## src/rtl/qm_pipe_chain.sv

```systemverilog
// N-stage in-order pipeline register chain with per-stage stall, flush,
// output backpressure and saturating stall/bubble counters.
module qm_pipe_chain #(
  parameter int STAGES = 3,
  parameter int WIDTH  = 64,
  parameter int CNT_W  = 16
) (
  input  logic                     clk,
  input  logic                     reset,
  input  logic                     in_valid,
  input  logic [WIDTH-1:0]         in_data,
  output logic                     in_ready,
  input  logic [STAGES-1:0]        stall_req,
  input  logic [STAGES-1:0]        flush,
  output logic [STAGES-1:0]        stage_valid,
  output logic [STAGES*WIDTH-1:0]  stage_data,
  output logic                     out_valid,
  output logic [WIDTH-1:0]         out_data,
  input  logic                     out_ready,
  output logic [CNT_W-1:0]         stall_cnt,
  output logic [CNT_W-1:0]         bubble_cnt
);

  // Handshake: an entry moves across a boundary only at a rising edge where the
  // sender's valid and the receiver's ready are both high; valid never depends on ready.
  logic [STAGES-1:0] valid_q;
  logic [WIDTH-1:0]  data_q [STAGES];
  logic [STAGES-1:0] hold;
  logic [STAGES-1:0] up_valid;
  logic [STAGES-1:0] up_hold;
  logic [WIDTH-1:0]  up_data [STAGES];
  logic              any_stall;
  logic              any_bubble;

  // A stage holds on its own request, or when it is occupied and the stage ahead holds.
  always_comb begin : hold_chain
    logic h;
    h    = ~out_ready;
    hold = '0;
    for (int i = STAGES - 1; i >= 0; i--) begin
      h       = stall_req[i] | (valid_q[i] & h);
      hold[i] = h;
    end
  end

  // What each stage would load on advance; a flushed upstream entry is not forwarded.
  always_comb begin
    up_valid    = '0;
    up_hold     = '0;
    up_valid[0] = in_valid;
    up_data[0]  = in_data;
    for (int i = 1; i < STAGES; i++) begin
      up_valid[i] = valid_q[i-1] & ~flush[i-1];
      up_hold[i]  = hold[i-1];
      up_data[i]  = data_q[i-1];
    end
  end

  assign in_ready   = ~hold[0];
  assign any_stall  = (|stall_req) | (out_valid & ~out_ready);
  assign any_bubble = |(up_hold & ~hold & ~flush);

  always_ff @(posedge clk) begin
    if (reset) begin
      valid_q    <= '0;
      stall_cnt  <= '0;
      bubble_cnt <= '0;
      for (int i = 0; i < STAGES; i++) data_q[i] <= '0;
    end else begin
      for (int i = 0; i < STAGES; i++) begin
        if (flush[i]) begin
          valid_q[i] <= 1'b0;
        end else if (!hold[i]) begin
          // Upstream holding means this stage takes a bubble and keeps its payload.
          valid_q[i] <= up_valid[i] & ~up_hold[i];
          if (!up_hold[i]) data_q[i] <= up_data[i];
        end
      end
      if (any_stall && stall_cnt != '1)
        stall_cnt <= stall_cnt + CNT_W'(1);
      if (any_bubble && bubble_cnt != '1)
        bubble_cnt <= bubble_cnt + CNT_W'(1);
    end
  end

  for (genvar g = 0; g < STAGES; g++) begin : g_pack
    assign stage_data[g*WIDTH +: WIDTH] = data_q[g];
  end

  assign stage_valid = valid_q;
  assign out_valid   = valid_q[STAGES-1];
  assign out_data    = data_q[STAGES-1];

endmodule

```

## config.mk

```make
export PLATFORM = sky130hd
export DESIGN_NAME = qm_pipe_chain
export DESIGN_NICKNAME = d
export VERILOG_FILES = /design/src/rtl/qm_pipe_chain.sv
export SDC_FILE = /design/constraint.sdc
export NUM_CORES = 1
export LEC_CHECK = 0
export CAP_MARGIN = 10
export CELL_PAD_IN_SITES_DETAIL_PLACEMENT = 2
export CELL_PAD_IN_SITES_GLOBAL_PLACEMENT = 2
export CORE_ASPECT_RATIO = 0.8
export CORE_UTILIZATION = 25
export DETAILED_ROUTE_END_ITERATION = 8
export PLACE_DENSITY = 0.74
export SETUP_SLACK_MARGIN = 0.2
export SYNTH_ARGS = -nofsm -noshare
export SYNTH_HDL_FRONTEND = slang
export SYNTH_SLANG_ARGS = --single-unit
```

## constraint.sdc

```tcl
create_clock -name clk -period 8.9 [get_ports clk]
set_input_delay 1.78 -clock clk [delete_from_list [all_inputs] [get_ports clk]]
set_output_delay 1.78 -clock clk [all_outputs]
set_load 0.01 [all_outputs]
```

== Word-level counts from Yosys, hierarchy flattened ==
Memories as Yosys holds them, arrays and structs flattened.
Index checks and enable logic that the tools add are counted.

* Bits in registers: 35
* Bits in writable memories: 192
* Bits of input ports: 74
* Output and inout port bits: 293
* Logic and storage cells: 58
* Memories: 1

{| class="wikitable"
|+ Memories
! memory !! words !! bits a word !! read ports !! clocked after Yosys merged registers in !! wr ports !! line !! RTL
|-
| data_q || 3 || 64 || 3 || 0 || 3 || 27 || <nowiki>logic [WIDTH-1:0] data_q [STAGES];</nowiki>
|}

* Add/subtract/negate cells: 2
* Equality and inequality tests: 2
* Multiplexer cells: 18
* Bitwise logic cells: 23
* Reductions and logical operators: 7

{| class="wikitable"
|+ Operators by type and width
! operator !! count
|-
| $mux 64 || 3
|-
| $add 16x1->16 const B || 2
|-
| $ne 16x16->1 const B || 2
|-
| $mux 1 || 15
|-
| $and 1x1->1 || 7
|-
| $or 1x1->1 || 7
|-
| $and 3x3->3 || 2
|-
| $not 3->3 || 2
|-
| $reduce_or 2->1 || 3
|-
| $reduce_or 3->1 || 2
|-
| $not 1->1 || 5
|-
| $logic_and 1x1->1 || 2
|}

== Logic depth before layout (Yosys ltp) ==
Gate-level depths: netlist of run 1.

* Word-level depth: 13
* Depth in mapped cells: 7
* Depth with buffers taken out: 6

== Worst setup path after synthesis of run 1 ==
Ideal clock, no wire load.

* Path type: in2reg
* Start point: input out_ready
* End point: memory data_q[1][36] (netlist: data_q[0][100]) (enable)
* Library setup time: 0.499 ns
* Arrival time: 5.375 ns
* Data required time: 8.401 ns
* Path slack: 3.025 ns
* Stages: 4
* Path buffers: 0
* Cell sequence: and2b_1 o21ai_0 nand2_1 o21bai_1

{| class="wikitable"
|+ RTL lines
! what !! line !! RTL
|-
| start: declaration || 19 || <nowiki>input logic out_ready,</nowiki>
|-
| end: declaration || 27 ||
|}

== Worst setup path in the final report of run 1 ==
* Start point: input stall_req[1]
* End point: output in_ready

* Word-level cells in the longest chain between the ends: 4

{| class="wikitable"
|+ Ends and longest elaborated chain
! what !! line !! RTL
|-
| start: declaration || 13 || <nowiki>input logic [STAGES-1:0] stall_req,</nowiki>
|-
| $or 1x1->1 || 41 || <nowiki>h = stall_req[i] | (valid_q[i] & h);</nowiki>
|-
| $and 1x1->1 || 41 ||
|-
| $or 1x1->1 || 41 ||
|-
| $not 1->1 || 59 || <nowiki>assign in_ready = ~hold[0];</nowiki>
|-
| end: declaration || 12 || <nowiki>output logic in_ready,</nowiki>
|}

No other way between the ends.

==> metrics.txt, run 1 <==
largest family of logic cells by synthesized area=simple AND/OR/NAND/NOR gates; parity-gate share of the synthesized area counting xor and xnor cells=1.263%; path type of the worst min-delay path=register to register; post-synth top area share=59.37%; Worst Hold Slack=0.5104 ns; post-synthesis instance total=709; Starting DRT DRC Count=372; antenna violations before repair=4; Via-to-Cell Ratio=4.525; CTS tree=done; final count of negative-setup-slack endpoints=0; number of global-route vias before repair=7213; half-perimeter wire length after placement=23.41 mm; number of H-tree branching levels=1; Final Critical Period=5.472 ns; number of synthesized flops with an enable pin=192; Setup Total Neg Slack=0 ns; routed via count=6838; synthesis-stage register bit count=227; share of final-layout standard cells stronger than drive strength 1=5.830%; Max Freq=182.7 MHz; fraction of the yosys area taken by sequential cells=66.59%; number of endpoints with negative hold slack in the final report=0; worst slew pin tran=1.196 ns; placeable core area=0.03828 mm2; num rows=64; routed wirelength normalized by instance count=21.88 um; Final Slew Violations=0; count of cells resized by post-cts repair=0; simple-gate share of the synthesized area=20.78%; fraction of registers with async set or reset after synthesis=0%; total standard cell area after synthesis=0.009711 mm2; result of the run=completed; Crit. End Element=primary output; unique cell type count in the Yosys netlist=46; relative slew slack=20.03%; areal power density over the cells=190.7 mW/mm2; chip height=178.3 um; starting density of the core=25.37%; CTS clk-pin slew, worst paths=0.05 ns; peak supply drop=0.0001048 V; sequential cell area=0.006466 mm2; Post-CTS Setup Repair Bufs=0; post-layout power=2709 uW; top cells by area in the synthesized netlist=edfxtp_1 (59%), nor3b_1 (15%), dfxtp_1 (7.2%); Data required, critical path=7.12 ns; GRT Util Overall=15.98%; grt total ovfl=0; die area=0.03964 mm2; Post-Synthesis Mean Instance Area=13.70 um2; overall die width=222.3 um; wire length of the first global-routing pass=48.02 mm; max-cap check violation count=0; critical path launch point type=input port; count of buffers inserted at the top-level ports=366; biggest fanout along the worst timing path=7; Most used DFF post-synth=edfxtp_1; TritonRoute pass-1 iters=4; TritonCTS buffer count=26; multiplexer share of the synthesized area=0.3350%; arithmetic-cell share of the synthesized area counting full adders, half adders and majority gates=0.2577%; RSZ-0062 raised after global routing=false; fraction of the cycle the final worst path needs=61.49%; reg2reg start=stage_valid[2]$_SDFFE_PP0N_; fraction of the mapped netlist area in compound gates=3.234%; post-detailed-route DRC marker count=0; residual antenna-violating net count after detailed routing=0; library cell occupying the most area in the post-synthesis netlist=edfxtp_1; launching element of the worst setup path=stall_req[1]; clock tree root driver cell=clkbuf_16; Min-Delay Startpoint=bubble_cnt[5]$_SDFFE_PP0P_; worst skew pair latency=0.53 ns; pre-CTS WS=3.452 ns; Num Clock Sinks=227; Post-Route WL=33.06 mm; buffer depth of the longest clock path=3; Routability Congestion=0.7950; synthesized net count=785; maximum number of pins on one net before global-route repair=95; worst clock skew=0.01086 ns; Syn-to-layout area delta=46.27%; LEAKAGE=0.004587 uW; number of filler instances in the final layout=3909; final worst setup slack=3.428 ns; Final Net Count=1070; Data arrival, critical path=3.69 ns; footprint of the multi-input gates=0.002545 mm2; kind of critical path=input port to primary output; yosys warns=0; hold_buf cts=0; number of top-level design ports=367
[flip-flops by register name (all words and copies together), names as in the netlist]
register,flops
bubble_cnt,16
stage_valid,3
stall_cnt,16
data_q,192
[worst max-delay path, stage by stage]
cell	delay, ns
clkdlybuf4s50_1	0.54
or2_2	0.38
o22ai_1	0.36
clkdlybuf4s50_1	0.63
[synth_stat cells, drive strengths merged (2+ instances only)]
cell type	count
a211oi	4
a21oi	18
buf	88
clkbuf	27
dfxtp	35
edfxtp	192
ha	2
inv	5
mux2	2
nand2	14
nand3	12
nand4	10
nor2	18
nor2b	5
nor3	8
nor3b	192
nor4	5
nor4b	3
o21ai	9
o31ai	10
or2	4
or3	3
or3b	2
or4	12
xnor2	12
xor2	2
[per-layer routing]
layer	track usage, %	vias up	share of wire [%]
met2	26.96	152	51
met4	6.092	0	2.8
met1	20.56	3463	43
met3	2.701	49	3.4
li1	-	3174	-
met5	0	-	0
[logic make-up (layout without fill, tap and decap cells)]
group | after synthesis | after routing
buf+inv | 120 | 423
mux | 3 | 3
compound gates | 49 | 49
xor+xnor | 14 | 14
simple gates | 294 | 294
fa+ha+maj | 2 | 2
flops | 227 | 227
other cells | 0 | 4
[power by group]
group          switching [uW]  internal, uW
Sequential               44.5          1230
Clock                     442           626
Combinational             176           192
Total                     662          2050
[final timing paths]
path                             endpoint  slack [ns]  cells past startpoint
max                              in_ready        3.43                      4
min            bubble_cnt[5]$_SDFFE_PP0P_        0.51                      2
max reg2reg  data_q[0][123]$_SDFFCE_PN0P_        5.61                      5
min reg2reg    bubble_cnt[5]$_SDFFE_PP0P_        0.51                      2
[layout by cell type (no fill, tap or decap), types with 3 or more instances in the layout]
| cell | synthesis | routed |
|---|---|---|
| edfxtp_1 | 192 | 192 |
| a21oi_1 | 18 | 17 |
| clkbuf_16 | 0 | 27 |
| o31ai_1 | 10 | 10 |
| nor3_1 | 8 | 8 |
| buf_4 | 66 | 6 |
| clkbuf_1 | 27 | 5 |
| or4_1 | 12 | 12 |
| dfxtp_1 | 35 | 35 |
| inv_1 | 5 | 5 |
| nand2_1 | 14 | 14 |
| o21ai_0 | 9 | 9 |
| nor4b_1 | 3 | 3 |
| diode_2 | 0 | 4 |
| nor2b_1 | 5 | 5 |
| nor3b_1 | 192 | 192 |
| or3_1 | 3 | 3 |
| nor2_1 | 17 | 17 |
| nand4_1 | 10 | 10 |
| nand3_1 | 12 | 12 |
| a211oi_1 | 4 | 4 |
| nor4_1 | 4 | 4 |
| xnor2_1 | 12 | 12 |
| clkdlybuf4s50_1 | 0 | 365 |
| clkinv_2 | 0 | 6 |
[layout make-up]
| type | count | area share, % |
|---|---|---|
| timing repair buffer | 372 | 26.12 |
| clock inverter | 12 | 0.7928 |
| sequential | 227 | 45.53 |
| tap | 495 | 4.360 |
| inverter | 5 | 0.1321 |
| clock buffer | 34 | 5.083 |
| multi-input combinational | 362 | 17.92 |
| antenna | 4 | 0.07047 |
[metrics by stage]
step	instance area [um2]	util, %	std cells
after global routing	14200	37.11	1511
after CTS	14190	37.08	1507
after global placement	13360	34.90	1461
final	14200	37.11	1511
after floorplan	9711	-	709
after detailed placement	13360	34.90	1461
No activity file was read; power rests on OpenSTA's default activity.
==> inputs of run 2 (changes only) <==
--- a/config.mk
+++ b/config.mk
@@ -11,7 +11,7 @@
 export CORE_ASPECT_RATIO = 0.8
 export CORE_UTILIZATION = 25
 export DETAILED_ROUTE_END_ITERATION = 8
-export PLACE_DENSITY = 0.74
+export PLACE_DENSITY = 0.77
 export SETUP_SLACK_MARGIN = 0.2
 export SYNTH_ARGS = -nofsm -noshare
 export SYNTH_HDL_FRONTEND = slang
==> constraint.sdc (replaced) <==
create_clock -name clk -period 4.6 [get_ports clk]
set_input_delay 0.92 -clock clk [delete_from_list [all_inputs] [get_ports clk]]
set_output_delay 0.92 -clock clk [all_outputs]
set_load 0.01 [all_outputs]
==> metrics.txt, run 2 (same netlist as run 1, synthesis figures left out) <==
Post-CTS Setup Repair Bufs=0 (unchanged); relative slew slack=30.76% (+11 points); most common cell after layout, fill and taps aside=clkdlybuf4s50_1; max-cap check violation count=0 (unchanged); Post-Route WL=33.66 mm (+1.8%); Max Freq=261.1 MHz; CTS tree=done; worst skew pair latency=0.53 ns (about the same); Routability Congestion=0.8335 (+4.8%); number of endpoints with negative hold slack in the final report=0 (unchanged); count of cells resized by post-cts repair=0 (unchanged); Via-to-Cell Ratio=4.594 (+1.5%); combinational fraction of design power=13.2% (-0.4 points); leading registers by flop count=data_q: 192 flops, bubble_cnt: 16 flops, stall_cnt: 16 flops; switching share of power=23.41% (-1.0 points); slowest stage delay, CP=0.58 ns (-0.05 ns); layer with the highest usage after global routing=met2; met1 Track Usage GR=20.50% (-0.055 points); overall die width=222.3 um (unchanged); peak supply drop=0.0002264 V (+120%); Setup Total Neg Slack=0 ns (unchanged); antenna violations before repair=2 (-2); Min-Delay Startpoint=bubble_cnt[8]$_SDFFE_PP0P_; TritonRoute pass-1 iters=4 (unchanged); starting density of the core=25.37% (unchanged); worst clock skew=0.008959 ns (-0.001901 ns); post-layout power=5463 uW (+100%); net switching component of the power=1279 uW (+93%); Starting DRT DRC Count=342 (-8.1%); worst-case reg-to-reg path depth=6 (+1); biggest fanout along the worst timing path=5 (-2); placeable core area=0.03828 mm2 (unchanged); number of flip-flops in the largest register=192 (unchanged); critical path launch point type=input port; Num Clock Sinks=227 (unchanged); kind of critical path=input port to primary output; RSZ-0062 raised after global routing=false; number of buffer and inverter stages on the critical path=3 (+1); Final Net Count=1071 (+0.093%); post-detailed-route DRC marker count=0 (unchanged); final count of negative-setup-slack endpoints=0 (unchanged); commonest cells after routing, fill and taps aside=clkdlybuf4s50_1 (365), nor3b_1 (192), edfxtp_1 (192); CTS clk-pin slew, worst paths=0.06 ns (about the same); number of H-tree branching levels=1 (unchanged); Int Power=4184 uW (+100%); grt total ovfl=0 (unchanged); Data arrival, critical path=2.91 ns (-0.78 ns); met3 track demand over resource in global routing=2.405% (-0.30 points); half-perimeter wire length after placement=24.10 mm (+2.9%); maximum number of pins on one net before global-route repair=131 (+38%); result of the run=completed; part of the power in the clock network=41.7% (+2.3 points); met2 Use GR=28.74% (+1.8 points); clock tree root driver cell=clkbuf_16; TritonCTS buffer count=26 (unchanged); count of buffers inserted at the top-level ports=366 (unchanged); routed via count=6942 (+1.5%); GRT Util Overall=16.23% (+0.25 points); share of final-layout standard cells stronger than drive strength 1=5.819% (-0.011 points); WP depth=5 (+1); worst slew pin tran=1.039 ns (-0.1578 ns); areal power density over the cells=380.8 mW/mm2 (+100%); pre-CTS WS=0.7991 ns (-2.653 ns); Cells after DPL=1462 (+0.068%); chip height=178.3 um (unchanged); Final Critical Period=3.829 ns; number of top-level design ports=367 (unchanged); fraction of the cycle the final worst path needs=83.24%; Final Slew Violations=0 (unchanged); path type of the worst min-delay path=register to register; wire length of the first global-routing pass=48.47 mm (+0.95%); hold path depth=2 (unchanged); standard cell with the maximum stage delay on the critical path=clkdlybuf4s50_1; hold_buf cts=0 (unchanged); final worst setup slack=0.7708 ns (-2.657 ns); Largest delay share family, worst path=buffers and inverters; die area=0.03964 mm2 (unchanged); Final Instance Count excl. Fillers=1511 (unchanged); most frequent CP cell=clkdlybuf4s50_1; routed wirelength normalized by instance count=22.28 um (+1.8%); Data required, critical path=3.68 ns (-3.44 ns); LEAKAGE=0.004651 uW (+1.4%); number of global-route vias before repair=7283 (+0.97%); power share of the sequential group=45.1% (-1.9 points); Crit. End Element=primary output; num rows=64 (unchanged); reg2reg start=stage_valid[2]$_SDFFE_PP0N_; residual antenna-violating net count after detailed routing=0 (unchanged); Critical Path, Cell by Cell=clkdlybuf4s50_1 > inv_1 > a21boi_1 > o22ai_1 > clkdlybuf4s50_1; launching element of the worst setup path=stall_req[2]; buffer depth of the longest clock path=3 (unchanged); Syn-to-layout area delta=47.75%; register ranked first by flip-flop count=data_q
[run 2: stage by stage]
stage          utilization, %  instance area [um2]  hold WS, ns
3_3_place_gp            35.02                13400       0.4939
3_5_place_dp            35.02                13400       0.5128
6_report                37.48                14350       0.5202
2_1_floorplan               -                 9714       0.5163
4_1_cts                 37.47                14340       0.5239
5_1_grt                 37.48                14350       0.5469
[run 2: power by group through the flow]
stage | Sequential, uW | Combinational [uW] | Clock, uW
6_report | 2460 | 722 | 2280
5_1_grt | 2480 | 764 | 2420
4_1_cts | 2470 | 735 | 2350
3_5_place_dp | 2510 | 734 | 0
3_3_place_gp | 2500 | 716 | 0
2_1_floorplan | 2540 | 251 | 0
[run 2: cell type report]
| class | instances | area, um2 |
|---|---|---|
| inverter | 5 | 18.77 |
| antenna | 2 | 5.005 |
| sequential | 227 | 6466 |
| timing repair buffer | 373 | 3755 |
| clock buffer | 37 | 764.5 |
| multi-input combinational | 362 | 2545 |
| tap | 495 | 619.3 |
| fill | 3900 | 23930 |
| clock inverter | 10 | 173.9 |
[run 2: per-layer routing]
layer / wire length, um / part of all wire [%]
met4: 867 / 2.6
met2: 17490 / 52
met3: 1099 / 3.3
met5: 0 / 0
met1: 14210 / 42
[run 2: worst reg2reg max path, stage by stage, from the launching register on]
cell and delay, ns:
dfxtp_1 0.40, nand2b_1 0.12, a21boi_1 0.47, o22ai_1 0.30, a21oi_4 0.25, buf_4 0.56, nor3b_1 0.22
[run 2: final timing paths]
kind | endpoint | slack, ns
setup / recovery | in_ready | 0.77
hold / removal | bubble_cnt[8]$_SDFFE_PP0P_ | 0.52
setup reg to reg | data_q[0][95]$_SDFFCE_PN0P_ | 1.97
hold reg to reg | bubble_cnt[8]$_SDFFE_PP0P_ | 0.52
==> inputs of run 3 (changes only) <==
==> constraint.sdc (replaced) <==
create_clock -name clk -period 3.4 [get_ports clk]
set_input_delay 0.68 -clock clk [delete_from_list [all_inputs] [get_ports clk]]
set_output_delay 0.68 -clock clk [all_outputs]
set_load 0.01 [all_outputs]
==> metrics.txt, run 3 (same netlist as run 1, synthesis figures left out) <==
net switching component of the power=1762 uW (+38%); number of endpoints with negative hold slack in the final report=0 (unchanged); standard cell with the maximum stage delay on the critical path=clkdlybuf4s50_1; placeable core area=0.03828 mm2 (unchanged); antenna violations before repair=3 (+1); Final Slew Violations=0 (unchanged); residual antenna-violating net count after detailed routing=0 (unchanged); peak supply drop=0.0002734 V (+21%); fraction of the cycle the final worst path needs=91.89%; Final Net Count=1088 (+1.6%); max-cap check violation count=0 (unchanged); number of H-tree branching levels=1 (unchanged); worst-case reg-to-reg path depth=6 (unchanged); most frequent CP cell=clkdlybuf4s50_1; LEAKAGE=0.004719 uW (+1.4%); overall die width=222.3 um (unchanged); area post-placement=0.01361 mm2 (+1.5%); count of cells resized by post-cts repair=2 (+2); buffer depth of the longest clock path=3 (unchanged); hold_buf cts=0 (unchanged); routed wirelength normalized by instance count=22.32 um (+0.18%); Max Freq=320.1 MHz; number of filler instances in the final layout=3908 (+0.21%); worst-case hold path end point=stall_cnt[9]$_SDFFE_PP0P_; critical path launch point type=input port; CTS clk-pin slew, worst paths=0.06 ns (about the same); slowest stage delay, CP=0.57 ns (about the same); starting density of the core=25.37% (unchanged); most common cell after layout, fill and taps aside=clkdlybuf4s50_1; half-perimeter wire length after placement=24.92 mm (+3.4%); minimum setup slack among reg-to-reg paths=1.13 ns (-0.84 ns); count of buffers inserted at the top-level ports=366 (unchanged); Final Critical Period=3.124 ns; die area=0.03964 mm2 (unchanged); Final Instance Count excl. Fillers=1529 (+1.2%); Via-to-Cell Ratio=4.603 (+0.19%); Starting DRT DRC Count=369 (+7.9%); clock tree root driver cell=clkbuf_16; relative slew slack=58.76% (+28 points); wire length of the first global-routing pass=48.77 mm (+0.61%); number of top-level design ports=367 (unchanged); worst skew pair latency=0.53 ns (about the same); number of global-route vias before repair=7349 (+0.91%); leading registers by flop count=data_q: 192 flops, bubble_cnt: 16 flops, stall_cnt: 16 flops; combinational fraction of design power=14.3% (+1.1 points); result of the run=completed; Routability Congestion=0.8018 (-3.8%); worst clock skew=0.01239 ns (+0.003427 ns); kind of critical path=input port to primary output; Min-Delay Startpoint=stall_cnt[9]$_SDFFE_PP0P_; biggest fanout along the worst timing path=5 (unchanged); RSZ-0062 raised after global routing=false; switching share of power=24.69% (+1.3 points); final design instance area without fill=0.01446 mm2 (+0.77%); Int Power=5376 uW (+28%); endpoint of the worst-slack reg-to-reg timing path=stall_cnt[5]$_SDFFE_PP0P_; Post-Route WL=34.13 mm (+1.4%); reg2reg start=stall_cnt[0]$_SDFFE_PP0P_; TritonCTS buffer count=26 (unchanged); num rows=64 (unchanged); Crit. End Element=primary output; GRT Util Overall=16.30% (+0.075 points); Data required, critical path=2.72 ns (-0.96 ns); chip height=178.3 um (unchanged); areal power density over the cells=493.7 mW/mm2 (+30%); commonest cells after routing, fill and taps aside=clkdlybuf4s50_1 (365), nor3b_1 (192), edfxtp_1 (192); post-detailed-route DRC marker count=0 (unchanged); pre-CTS WS=0.06015 ns (-0.7390 ns); CTS tree=done; Data arrival, critical path=2.44 ns (-0.47 ns); hold path depth=2 (unchanged); Num Clock Sinks=227 (unchanged); power share of the sequential group=46.6% (+1.5 points); share of final-layout standard cells stronger than drive strength 1=7.461% (+1.6 points); routed via count=7038 (+1.4%); worst slew pin tran=0.6120 ns (-0.4266 ns); final count of negative-setup-slack endpoints=0 (unchanged); TritonRoute pass-1 iters=4 (unchanged); register ranked first by flip-flop count=data_q; Critical Path, Cell by Cell=clkdlybuf4s50_1 > inv_1 > a21boi_2 > o22ai_2 > clkdlybuf4s50_1; Syn-to-layout area delta=48.89%; Post-CTS Setup Repair Bufs=0 (unchanged); path type of the worst min-delay path=register to register; number of flip-flops in the largest register=192 (unchanged); Cells after DPL=1479 (+1.2%); maximum number of pins on one net before global-route repair=114 (-13%); grt total ovfl=0 (unchanged); Setup Total Neg Slack=0 ns (unchanged); final worst setup slack=0.2758 ns (-0.4949 ns); part of the power in the clock network=39.1% (-2.6 points)
[run 3: cell types whose count changed in the layout (fill, tap and decap cells not counted), sizes merged]
cell	delta
buf	+17
bufinv	-4
clkinv	+4
clkbuf	+1
[run 3: worst max path at each step]
stage            startpoint                          to  slack [ns]
5_1_grt        stall_req[2]                    in_ready        0.22
3_3_place_gp   stall_req[2]                    in_ready        0.17
4_1_cts        stall_req[2]                    in_ready        0.30
3_5_place_dp   stall_req[2]                    in_ready        0.06
2_1_floorplan  stall_req[1]  data_q[0][0]$_SDFFCE_PN0P_        0.29
6_report       stall_req[2]                    in_ready        0.28
[run 3: area by class of cell]
cell class / instances / area [um2] / area share (%)
antenna: 2 / 5.005 / 0.03462
clock buffer: 38 / 758.2 / 5.244
clock inverter: 10 / 77.57 / 0.5366
inverter: 5 / 18.77 / 0.1298
multi-input combinational: 362 / 2555 / 17.67
sequential: 227 / 6466 / 44.73
tap: 495 / 619.3 / 4.284
timing repair buffer: 390 / 3958 / 27.37
[run 3: critical path: cells and delay by family]
kind	cells	cell delay [ns]
buffers and inverters	3	1.22
AOI/OAI and AO/OA	2	0.54
[run 3: per-layer routing]
metal	wire length, um	track usage [%]	vias to the layer above	share of wire (%)
li1	-	-	3208	-
met1	14770	20.77	3608	43
met2	17370	28.23	174	51
met3	1086	2.553	48	3.2
met4	894	5.517	0	2.6
met5	0	0	-	0
[run 3: power groups by stage]
stage | Sequential [uW] | Clock (uW) | Combinational (uW)
floorplan | 3430 | 0 | 340
global placement | 3380 | 0 | 1010
detailed placement | 3390 | 0 | 1030
CTS | 3330 | 2890 | 1040
global route | 3350 | 2980 | 1080
finish | 3330 | 2790 | 1020
[run 3: through the flow]
step           utilization (%)  hold slack, ns  total power, uW
2_1_floorplan                -          0.5163             3773
3_3_place_gp             35.55          0.4967             4392
3_5_place_dp             35.55          0.5134             4423
4_1_cts                  37.76          0.5253             7262
5_1_grt                  37.77          0.5622             7405
6_report                 37.77          0.5205             7138
